--- src/rtl/adder_pkg.sv ---
// Shared definitions for the multi-word add/subtract sequencer.
package adder_pkg;

  // Width of the shared adder; every operand is processed in slices of this size.
  localparam int WORD_W = 16;

  // Sequencer phases: waiting for work, stepping words, holding the result.
  typedef enum logic [1:0] {
    IDLE = 2'd0,
    RUN  = 2'd1,
    DONE = 2'd2
  } state_t;

endpackage

--- src/rtl/multiword_add_sequencer_rca.sv ---
// Single-word ripple-carry adder: sum = a + b + cin, with carry out.
module ripple_carry_adder
  import adder_pkg::*;
(
  input  logic [WORD_W-1:0] a_i,
  input  logic [WORD_W-1:0] b_i,
  input  logic              cin_i,
  output logic [WORD_W-1:0] sum_o,
  output logic              cout_o
);

  logic [WORD_W-1:0] prop;
  logic [WORD_W-1:0] gen;

  // Per-bit propagate and generate terms.
  generate
    for (genvar gi = 0; gi < WORD_W; gi++) begin : g_pg
      assign prop[gi] = a_i[gi] ^ b_i[gi];
      assign gen[gi]  = a_i[gi] & b_i[gi];
    end
  endgenerate

  // Ripple the carry from bit 0 upward through every bit position.
  always_comb begin
    logic c;
    c     = cin_i;
    sum_o = '0;
    for (int i = 0; i < WORD_W; i++) begin
      sum_o[i] = prop[i] ^ c;
      c        = gen[i] | (prop[i] & c);
    end
    cout_o = c;
  end

endmodule

--- src/rtl/multiword_add_sequencer.sv ---
// Multi-precision add/subtract that steps one shared 16-bit adder over
// WORDS cycles, least-significant word first, with a registered carry.
module multiword_add_sequencer
  import adder_pkg::*;
#(
  parameter int WORDS = 4
) (
  input  logic                      clk,
  input  logic                      rst,
  input  logic                      in_valid,
  output logic                      in_ready,
  input  logic [WORDS*WORD_W-1:0]   a,
  input  logic [WORDS*WORD_W-1:0]   b,
  input  logic                      sub,
  output logic                      out_valid,
  input  logic                      out_ready,
  output logic [WORDS*WORD_W-1:0]   sum,
  output logic                      cout,
  output logic                      ovf,
  output logic                      busy
);

  localparam int IDX_W = (WORDS > 1) ? $clog2(WORDS) : 1;

  state_t                         state_q, state_d;
  logic [IDX_W-1:0]               idx_q;
  logic [WORDS-1:0][WORD_W-1:0]   a_q, b_q, sum_q;
  logic                           sub_q;
  logic                           carry_q;
  logic                           cout_q;
  logic                           ovf_q;

  logic [WORD_W-1:0]              a_word, b_eff, add_sum;
  logic                           add_cin, add_cout;
  logic                           last_word;

  // Select the current word pair; subtraction is A + ~B + 1 with the +1 as carry-in.
  always_comb begin
    a_word    = a_q[idx_q];
    b_eff     = sub_q ? ~b_q[idx_q] : b_q[idx_q];
    add_cin   = (idx_q == '0) ? sub_q : carry_q;
    last_word = (idx_q == IDX_W'(WORDS - 1));
  end

  ripple_carry_adder u_adder (
    .a_i    (a_word),
    .b_i    (b_eff),
    .cin_i  (add_cin),
    .sum_o  (add_sum),
    .cout_o (add_cout)
  );

  // State register.
  always_ff @(posedge clk) begin
    if (rst) state_q <= IDLE;
    else     state_q <= state_d;
  end

  // Next-state logic: accept only from IDLE, so IDLE is visited between operations.
  always_comb begin
    state_d = state_q;
    case (state_q)
      IDLE:    if (in_valid) state_d = RUN;
      RUN:     if (last_word) state_d = DONE;
      DONE:    if (out_ready) state_d = IDLE;
      default: state_d = IDLE;
    endcase
  end

  // Operand capture, per-word accumulation and final flag registration.
  always_ff @(posedge clk) begin
    if (rst) begin
      idx_q   <= '0;
      a_q     <= '0;
      b_q     <= '0;
      sub_q   <= 1'b0;
      carry_q <= 1'b0;
      sum_q   <= '0;
      cout_q  <= 1'b0;
      ovf_q   <= 1'b0;
    end else begin
      case (state_q)
        IDLE: begin
          if (in_valid) begin
            a_q   <= a;
            b_q   <= b;
            sub_q <= sub;
            idx_q <= '0;
          end
        end
        RUN: begin
          sum_q[idx_q] <= add_sum;
          carry_q      <= add_cout;
          if (last_word) begin
            cout_q <= add_cout;
            // Signed overflow: like-signed inputs producing an opposite-signed result.
            ovf_q  <= (a_word[WORD_W-1] == b_eff[WORD_W-1]) &&
                      (add_sum[WORD_W-1] != a_word[WORD_W-1]);
          end else begin
            idx_q <= idx_q + IDX_W'(1);
          end
        end
        default: ;
      endcase
    end
  end

  // Handshake and result outputs decoded from the registered state.
  always_comb begin
    in_ready  = (state_q == IDLE) && !rst;
    out_valid = (state_q == DONE);
    busy      = (state_q != IDLE);
    sum       = sum_q;
    cout      = cout_q;
    ovf       = ovf_q;
  end

endmodule

--- config.mk ---
export PLATFORM = sky130hd
export DESIGN_NAME = multiword_add_sequencer
export DESIGN_NICKNAME = d
export VERILOG_FILES = /design/src/rtl/adder_pkg.sv /design/src/rtl/multiword_add_sequencer_rca.sv /design/src/rtl/multiword_add_sequencer.sv
export SDC_FILE = /design/constraint.sdc
export NUM_CORES = 1
export LEC_CHECK = 0
export BUFFER_PORTS_ARGS = -buffer_cell sky130_fd_sc_hd__buf_4
export CAP_MARGIN = 20
export CORE_MARGIN = 1
export CORE_UTILIZATION = 54
export DETAILED_ROUTE_END_ITERATION = 10
export MAX_ROUTING_LAYER = met4
export PLACE_DENSITY = 0.92
export REMOVE_ABC_BUFFERS = 1
export SKIP_CTS_REPAIR_TIMING = 1
export SYNTH_ARGS = -nofsm -noshare
export SYNTH_HDL_FRONTEND = slang
export SYNTH_SLANG_ARGS = --single-unit
--- constraint.sdc ---
create_clock -name clk -period 8.3 [get_ports clk]
set_input_delay 0.83 -clock clk [delete_from_list [all_inputs] [get_ports clk]]
set_output_delay 0.83 -clock clk [all_outputs]
set_load 0.01 [all_outputs]
Yosys cells after proc, flatten, opt, wreduce, memory -nomap -nowiden
Cells that the tools add are included.

operators by class
  add/subtract/negate cells = 1
  multiply operators = 0
  divide/modulo/power cells = 0
  order comparisons = 2
  eq/ne operators = 9
  shifts and indexed selects = 0
  multiplexer cells = 16
  bitwise gates (word level) = 81
  reductions and logical operators = 12

operators by type and width
  kind                                                                                  count
  16-bit binary-select mux with 2-bit select                                            2
  64-bit bitwise mux                                                                    1
  16-bit 2-to-1 mux                                                                     4
  1-bit AND                                                                             32
  16-bit demux with 2-bit select                                                        1
  1-bit bitwise XOR                                                                     32
  16-bit NOT                                                                            1
  1-bit bitwise OR                                                                      16
  2-bit 2-to-1 mux                                                                      5
  2-bit inequality test (second input constant)                                         3
  2-bit one-hot mux with 3 select lines                                                 1
  3-bit AND reduction                                                                   2
  2-bit == test (second input constant)                                                 2
  2-bit zero test                                                                       2
  2-bit one-hot mux with 2 select lines                                                 1
  2-bit AND reduction                                                                   2
  2-bit nonzero test                                                                    2
  1-bit logical AND                                                                     3
  2-bit by 3-bit < comparator with 1-bit output (second input constant)                 1
  2-bit by 1-bit adder with 2-bit output (second input constant)                        1
  2-bit by 1-bit == test with 1-bit output (second input constant)                      1
  2-bit by 1-bit greater-or-equal comparator with 1-bit output (second input constant)  1
  2-bit by 1-bit inequality test with 1-bit output (second input constant)              1
  1-bit == test                                                                         1
  3 further kinds                                                                       3

word-level totals
  flip-flop bits (word level) = 200
  bits in latches = 0
  RAM bits = 0
  memory bits (read-only) = 0
  input port bits = 133
  output and inout port bits = 69
  memories kept = 0

Logic depth before layout (Yosys ltp)
Gate-level depths: netlist of run 1.

  depth after elaboration = 38
  gate-level depth with buffers = 26
  mapped depth without buffers = 24

Cells and area by module
A second synthesis of run 1 with hierarchy kept.

unflattened totals
  cells, all modules = 971
  area, all modules = 8270.4 um^2

modules (own cells, without submodules)
  module                   times used  cells each  area an instance (um^2)  sequential area each (um^2)
  multiword_add_sequencer  1           945         7912.6                   4003.8
  ripple_carry_adder       1           26          357.8                    0.0

Worst setup path before layout of run 1
No wires, ideal clock.

  kind = register to register
  start point = reg idx_q[1]
  end point = reg ovf_q, in the netlist ovf
  setup time = 0.079 ns
  data arrival time = 7.418 ns
  required time = 8.221 ns
  path slack = 0.803 ns
  cell stages (with the launch flop) = 27
  period minus slack after synthesis = 7.497 ns
  path through = dfxtp_1 clkbuf_1 buf_2 inv_1 ha_1 mux2_2 fa_1 fa_1 inv_1 fa_1 fa_1 fa_1 fa_1 fa_1 fa_1 fa_1 fa_1 fa_1 fa_1 fa_1 fa_1 fa_1 inv_1 fa_1 nor3_1 nand3_1 o211ai_1

between the ends
  word-level cells in the longest chain between the ends = 38
  elaborated cells on any way between the ends = 75
  those cells by class = 3 x eq/ne; 6 x mux; 63 x bitwise; 3 x reduce/logical

ends and longest elaborated chain
  what                                        RTL line                           source
  start: declaration                          multiword_add_sequencer.sv:26      logic [IDX_W-1:0] idx_q;
  start signal: assignment                    multiword_add_sequencer.sv:100     idx_q <= idx_q + IDX_W'(1);
  16-bit binary-select mux with 2-bit select  multiword_add_sequencer.sv:40      b_eff = sub_q ? ~b_q[idx_q] : b_q[idx_q];
  16-bit 2-to-1 mux (not written as such)     multiword_add_sequencer.sv:40
  16-bit NOT                                  multiword_add_sequencer.sv:40
  16-bit 2-to-1 mux                           multiword_add_sequencer.sv:40
  1-bit bitwise XOR                           multiword_add_sequencer_rca.sv:18  assign prop[gi] = a_i[gi] ^ b_i[gi];
  1-bit AND                                   multiword_add_sequencer_rca.sv:30  c = gen[i] | (prop[i] & c);
  1-bit bitwise OR                            multiword_add_sequencer_rca.sv:30
  1-bit AND                                   multiword_add_sequencer_rca.sv:30
  [23 not listed]                             --
  1-bit AND                                   multiword_add_sequencer_rca.sv:30
  1-bit bitwise OR                            multiword_add_sequencer_rca.sv:30
  1-bit AND                                   multiword_add_sequencer_rca.sv:30
  1-bit bitwise OR                            multiword_add_sequencer_rca.sv:30
  1-bit bitwise XOR *                         multiword_add_sequencer_rca.sv:29  sum_o[i] = prop[i] ^ c;
  via add_sum[15]                             multiword_add_sequencer.sv:33      logic [WORD_W-1:0] a_word, b_eff, add_sum;
  1-bit inequality test *                     multiword_add_sequencer.sv:98      (add_sum[WORD_W-1] != a_word[WORD_W-1]);
  1-bit logical AND *                         multiword_add_sequencer.sv:97      ovf_q <= (a_word[WORD_W-1] == b_eff[WORD_W-1]) &&
  end signal: assignment                      multiword_add_sequencer.sv:97
  end: declaration                            multiword_add_sequencer.sv:31      logic ovf_q;

The timed path passes the listed nets; every way through them passes the cells marked *. The select of a mux whose other input is x is not followed.
A chain may end at the register's enable or synchronous reset.

Final worst setup path of run 1
  start point = reg idx_q[0]
  end point = reg ovf_q, in the netlist ovf

Same word-level chain as after synthesis.

==> impl_metrics.env, run 1 <==
export IMPL_status="finished, final reports clean"
export IMPL_final_max_slew_viol_count=0
export IMPL_vias_per_cell=5.38
export IMPL_place_port_buffers=201
export IMPL_num_vias=6966
export IMPL_ff2ff_setup_slack_ns=0.36
export IMPL_synth_seq_cells=200
export IMPL_hold_class="register to register"
export IMPL_drtIter0Drc=462
export IMPL_power_uw=2150
export IMPL_syn2layout_area_growth_pct=22.8
export IMPL_syn_inst=915
export IMPL_rows=45
export IMPL_cts_reportedPaths_clkPinSlew_ns=0.07
export IMPL_syn_area_um2=8440
export IMPL_layout_common_cells="266 x nand2_1, 214 x buf_4, 198 x dfxtp_1, 136 x a21oi_1, 63 x nor2_1"
export IMPL_synth_cell_types=30
export IMPL_hold_viol_final=0
export IMPL_rsz0062_at_grt="false"
export IMPL_p_leak_uw=0.00407
export IMPL_irDropWorstVdd_mv=0.153
export IMPL_cpPeakStageDelay_ns=0.53
export IMPL_setup_viol=0
export IMPL_worst_path_most_repeated_cell="fa_1"
export IMPL_ios=202
export IMPL_maxCapViolations=0
export IMPL_ff2ff_path_depth=23
export IMPL_cp_max_fo=7
export IMPL_htree_levels=4
export IMPL_tritoncts="yes"
export IMPL_antenna_found_initial=0
export IMPL_crit_end="ovf$_SDFFE_PP0P_"
export IMPL_core_area_um2=15300
export IMPL_avgSynthCellArea_um2=9.23
export IMPL_fillers=1151
export IMPL_routedWlPerCell_um=16.2
export IMPL_fin_nets=1226
export IMPL_firstDrtPassIters=5
export IMPL_worst_pin_slew_ns=0.942
export IMPL_drc_errors=0
export IMPL_grt_pass1_vias=6864
export IMPL_synth_top_area_share_pct=47.4
export IMPL_grt_remaining_overflow=0
export IMPL_skew_ns=0.00774
export IMPL_reg2reg_to="ovf$_SDFFE_PP0P_"
export IMPL_ys_seq_area_share_pct=47.4
export IMPL_worstSetupEndpointType="register"
export IMPL_hold_slack_ns=0.454
export IMPL_dp_hpwl_mm=14.2
export IMPL_finalWirelength_mm=21.0
export IMPL_synth_largest_area_cell="dfxtp_1"
export IMPL_relSlewSlack_pct=37.2
export IMPL_hp_start="a_q[2]$_SDFFE_PP0P_"
export IMPL_reg2reg_from="idx_q[0]$_SDFFE_PP0P_"
export IMPL_layout_cells_non_filler=1294
export IMPL_drive_gt1_share_pct=26.0
export IMPL_dp_cells=1264
export IMPL_grt_pass1_wl_mm=33.3
export IMPL_final_common_cell="nand2_1"
export IMPL_fin_tns_setup_ns=0
export IMPL_grt_use_total_pct=27.5
export IMPL_required_ns=8.66
export IMPL_critPathLaunch="idx_q[0]$_SDFFE_PP0P_"
export IMPL_clk_latency_ns=0.44
export IMPL_clock_fmax_mhz=126
export IMPL_die_w_um=127
export IMPL_cp_start_kind="register"
export IMPL_root_buffer="clkbuf_16"
export IMPL_fin_crit_sh_pct=95.7
export IMPL_initial_core_util_pct=55.3
export IMPL_gp_congestion=0.832
export IMPL_synth_warnings=0
export IMPL_pwr_density_cell_nw_per_um2=207
export IMPL_fin_crit_ns=7.94
export IMPL_worstPathArrival_ns=8.31
export IMPL_crit_chain="mux4_2 > xor2_1 > fa_1 > fa_1 > inv_1 > fa_1 > fa_1 > fa_1 > fa_1 > fa_1 > fa_1 > fa_1 > fa_1 > fa_1 > fa_1 > fa_1 > fa_1 > fa_1 > inv_1 > fa_1 > nor3_1 > nand3_1 > o211ai_1"
export IMPL_die_area_um2=16100
export IMPL_cts_path_max_buffers=2
export IMPL_cts_buffers=17
export IMPL_synthTopCellsByArea="dfxtp_1 47%, nand2_1 12%, mux4_2 8.5%, a21oi_1 8.1%, a211oi_1 4.6%"
export IMPL_antennaDiodeCount=0
export IMPL_clock_sinks=200
export IMPL_critPathKind="register to register"
export IMPL_grt_max_degree=95
export IMPL_worst_path_max_delay_cell="mux4_2"
export IMPL_drt_antenna_violating_nets=0
export IMPL_die_y_um=127
==> how the worst min path moves through the flow <==
stage	end	slack, ns	cells after the start
2_1_floorplan	a_q[32]$_SDFFE_PP0P_	0.43	2
3_3_place_gp	a_q[45]$_SDFFE_PP0P_	0.44	2
3_5_place_dp	b_q[40]$_SDFFE_PP0P_	0.44	2
4_1_cts	a_q[41]$_SDFFE_PP0P_	0.45	2
5_1_grt	b_q[53]$_SDFFE_PP0P_	0.47	2
6_report	a_q[2]$_SDFFE_PP0P_	0.45	2
==> per-stage QoR <==
step | setup WS, ns | cell area, um2 | util [%]
after CTS | 0.329 | 10400 | 68.0
final | 0.357 | 10400 | 68.0
after floorplan | -0.373 | 7920 | -
after global routing | 0.0445 | 10400 | 68.0
after detailed placement | 0.382 | 9810 | 64.3
after global placement | 0.477 | 9810 | 64.3
==> flip-flops by register name, summed over array words and instances, names as in the netlist <==
signal,count
sum,64
idx_q,2
a_q,64
state_q,2
carry_q,1
ovf,1
b_q,64
cout,1
sub_q,1
==> report_power, final <==
part | switching (uW) | internal, uW
combinational | 171 | 147
clock | 354 | 441
sequential | 28.8 | 1010
==> per-layer routing <==
metal,share of wire (%),vias up,global-route usage (%)
met5,0,-,-
met4,4.6,0,14.0
met3,4.7,69,4.52
met2,52,268,47.2
met1,39,3266,31.1
li1,-,3363,-
==> Yosys cell counts (all sizes together) <==
cell type    n
nand3        3
inv         18
nor2        63
xnor2       13
fa          16
or2          1
clkbuf      28
a211oi      52
or4b         1
ha           5
nor3b        1
mux4        32
and3b        4
nor3         2
xor2         3
or3b         2
nand2b       3
nor2b        1
o211ai       1
a21oi      136
nand3b       3
mux2         1
mux2i       11
buf         49
dfxtp      200
nand2      266
==> cell families (layout without fill, tap and decap cells) <==
| kind of cell | after synthesis | after routing | share of synthesized area, % |
|---|---|---|---|
| adder cells (fa/ha/maj) | 21 | 21 | 4.53 |
| flip-flops | 200 | 200 | 47.4 |
| XOR/XNOR | 16 | 16 | 1.66 |
| buffers and inverters | 95 | 263 | 7.05 |
| AO/OA/AOI/OAI | 189 | 189 | 12.8 |
| multiplexers | 44 | 44 | 9.97 |
| AND/OR/NAND/NOR | 350 | 350 | 16.6 |
==> worst max-delay path: cells and delay by family (launching register included) <==
kind	cells	cell delay [ns]
buf+inv	2	0.19
fa+ha+maj	16	6.11
xor+xnor	1	0.19
flops	1	0.44
compound gates	1	0.10
simple gates	2	0.30
mux	1	0.53
==> cell type report <==
type                            count  area (um2)  area share (%)
Sequential cell                   200        4010            38.6
Timing Repair Buffer              215        1620            15.6
Clock inverter                     11         128            1.23
Tap cell                          211         264            2.55
Clock buffer                       19         433            4.17
Inverter                           18        67.6           0.652
Multi-Input combinational cell    620        3850            37.2
(Power assumes the default switching activity.)
==> inputs of run 2 (changes only) <==
==> constraint.sdc (replaced) <==
create_clock -name clk -period 8.3 [get_ports clk]
set_input_delay 2.49 -clock clk [delete_from_list [all_inputs] [get_ports clk]]
set_output_delay 2.49 -clock clk [all_outputs]
set_load 0.01 [all_outputs]
==> run 2 against run 1 <==
Die area is the same. Flip-flop and latch count did not move. Sequential power is essentially flat. Largest power group unchanged. Cell count rose by 0.15%. Critical endpoint unchanged. Setup slack improved by 0.015 ns. Largest cell class unchanged. Via count up 1.6%. Register-to-register slack about the same. Clock-buffer cell count decreased by 1.
==> impl_metrics.env, run 2 (synthesized netlist as in run 1, its figures left out) <==
export IMPL_firstDrtPassIters=6
export IMPL_dp_hpwl_mm=14.6
export IMPL_cts_buffers=17
export IMPL_fin_crit_sh_pct=95.5
export IMPL_hold_viol_final=0
export IMPL_layout_common_cells="266 x nand2_1, 213 x buf_4, 198 x dfxtp_1, 136 x a21oi_1, 63 x nor2_1"
export IMPL_initial_core_util_pct=55.3
export IMPL_maxCapViolations=0
export IMPL_postPlaceCellArea_um2=9810
export IMPL_die_y_um=127
export IMPL_cts_path_max_buffers=2
export IMPL_worst_path_most_repeated_cell="fa_1"
export IMPL_finalWirelength_mm=21.4
export IMPL_relSlewSlack_pct=39.1
export IMPL_worst_pin_slew_ns=0.914
export IMPL_skew_ns=0.0102
export IMPL_min_path_cells=2
export IMPL_core_area_um2=15300
export IMPL_grt_pass1_wl_mm=34.0
export IMPL_fin_tns_setup_ns=0
export IMPL_p_leak_uw=0.00410
export IMPL_drc_errors=0
export IMPL_multi_input_area_um2=3850
export IMPL_clock_fmax_mhz=126
export IMPL_pwr_density_cell_nw_per_um2=212
export IMPL_tritoncts="yes"
export IMPL_drtIter0Drc=677
export IMPL_grt_max_degree=95
export IMPL_final_max_slew_viol_count=0
export IMPL_status="finished, final reports clean"
export IMPL_antennaDiodeCount=0
export IMPL_place_port_buffers=201
export IMPL_cpPeakStageDelay_ns=0.51
export IMPL_die_w_um=127
export IMPL_die_area_um2=16100
export IMPL_cp_start_kind="register"
export IMPL_grt_remaining_overflow=0
export IMPL_ios=202
export IMPL_power_uw=2210
export IMPL_clock_sinks=200
export IMPL_antenna_found_initial=0
export IMPL_critPathKind="register to register"
export IMPL_finalInstanceArea_um2=10400
export IMPL_ff2ff_path_depth=25
export IMPL_fillers=1144
export IMPL_setup_viol=0
export IMPL_fin_nets=1226
export IMPL_syn2layout_area_growth_pct=23.4
export IMPL_required_ns=8.66
export IMPL_fin_crit_ns=7.93
export IMPL_hold_class="register to register"
export IMPL_irDropWorstVdd_mv=0.164
export IMPL_final_common_cell="nand2_1"
export IMPL_drive_gt1_share_pct=26.4
export IMPL_grt_use_total_pct=28.0
export IMPL_rows=45
export IMPL_worst_path_max_delay_cell="fa_1"
export IMPL_rsz0062_at_grt="false"
export IMPL_cp_max_fo=14
export IMPL_grt_pass1_vias=6991
export IMPL_routedWlPerCell_um=16.5
export IMPL_worstPathArrival_ns=8.29
export IMPL_gp_congestion=0.818
export IMPL_cts_reportedPaths_clkPinSlew_ns=0.07
export IMPL_worstSetupEndpointType="register"
export IMPL_drt_antenna_violating_nets=0
export IMPL_clk_latency_ns=0.44
export IMPL_root_buffer="clkbuf_16"
export IMPL_htree_levels=4
export IMPL_num_vias=7080
export IMPL_vias_per_cell=5.46
export IMPL_seqCellArea_um2=4010
## run 2: cell type report
cell class | count | share of cell area, %
clock inverters | 14 | 1.62
clock buffers | 18 | 4.21
multi-input cells | 620 | 37.0
flip-flops and latches | 200 | 38.4
inverters | 18 | 0.648
repair buffers | 215 | 15.6
well taps | 211 | 2.53
## run 2: critical path, delay by kind of cell, from the launching register on
kind	cells	cell delay, ns
compound gates	1	0.10
fa+ha+maj	17	6.30
buf+inv	4	0.50
flops	1	0.39
mux	1	0.24
simple gates	2	0.32
## run 2: final timing paths
path,slack (ns),start,endpoint
setup reg to reg,0.37,idx_q[0]$_SDFFE_PP0P_,ovf$_SDFFE_PP0P_
hold reg to reg,0.45,a_q[55]$_SDFFE_PP0P_,a_q[55]$_SDFFE_PP0P_
hold / removal,0.45,a_q[55]$_SDFFE_PP0P_,a_q[55]$_SDFFE_PP0P_
setup / recovery,0.37,idx_q[0]$_SDFFE_PP0P_,ovf$_SDFFE_PP0P_
## run 2: where the power goes
part	switching (uW)	total (uW)	leakage (uW)	internal (uW)
Sequential	28.6	1040	0.00164	1010
Clock	369	854	0.000298	485
Combinational	173	320	0.00217	148
Total	571	2210	0.00410	1640
## run 2: per-stage QoR
step	hold WS, ns	util (%)	setup slack (ns)	std cells
floorplan	0.427	-	-0.373	838
global placement	0.439	64.3	0.453	1264
detailed placement	0.443	64.3	0.285	1264
CTS	0.456	68.3	0.262	1296
global route	0.470	68.3	0.0494	1296
finish	0.452	68.3	0.372	1296
## run 2: routing by layer
metal / vias to the layer above / global-route usage, % / routed length, um / part of all wire, %
met2: 278 / 47.9 / 11000 / 51
met5: - / - / 0 / 0
met4: 0 / 16.6 / 1160 / 5.4
li1: 3367 / - / - / -
met3: 86 / 4.40 / 1070 / 5.0
met1: 3349 / 31.0 / 8180 / 38
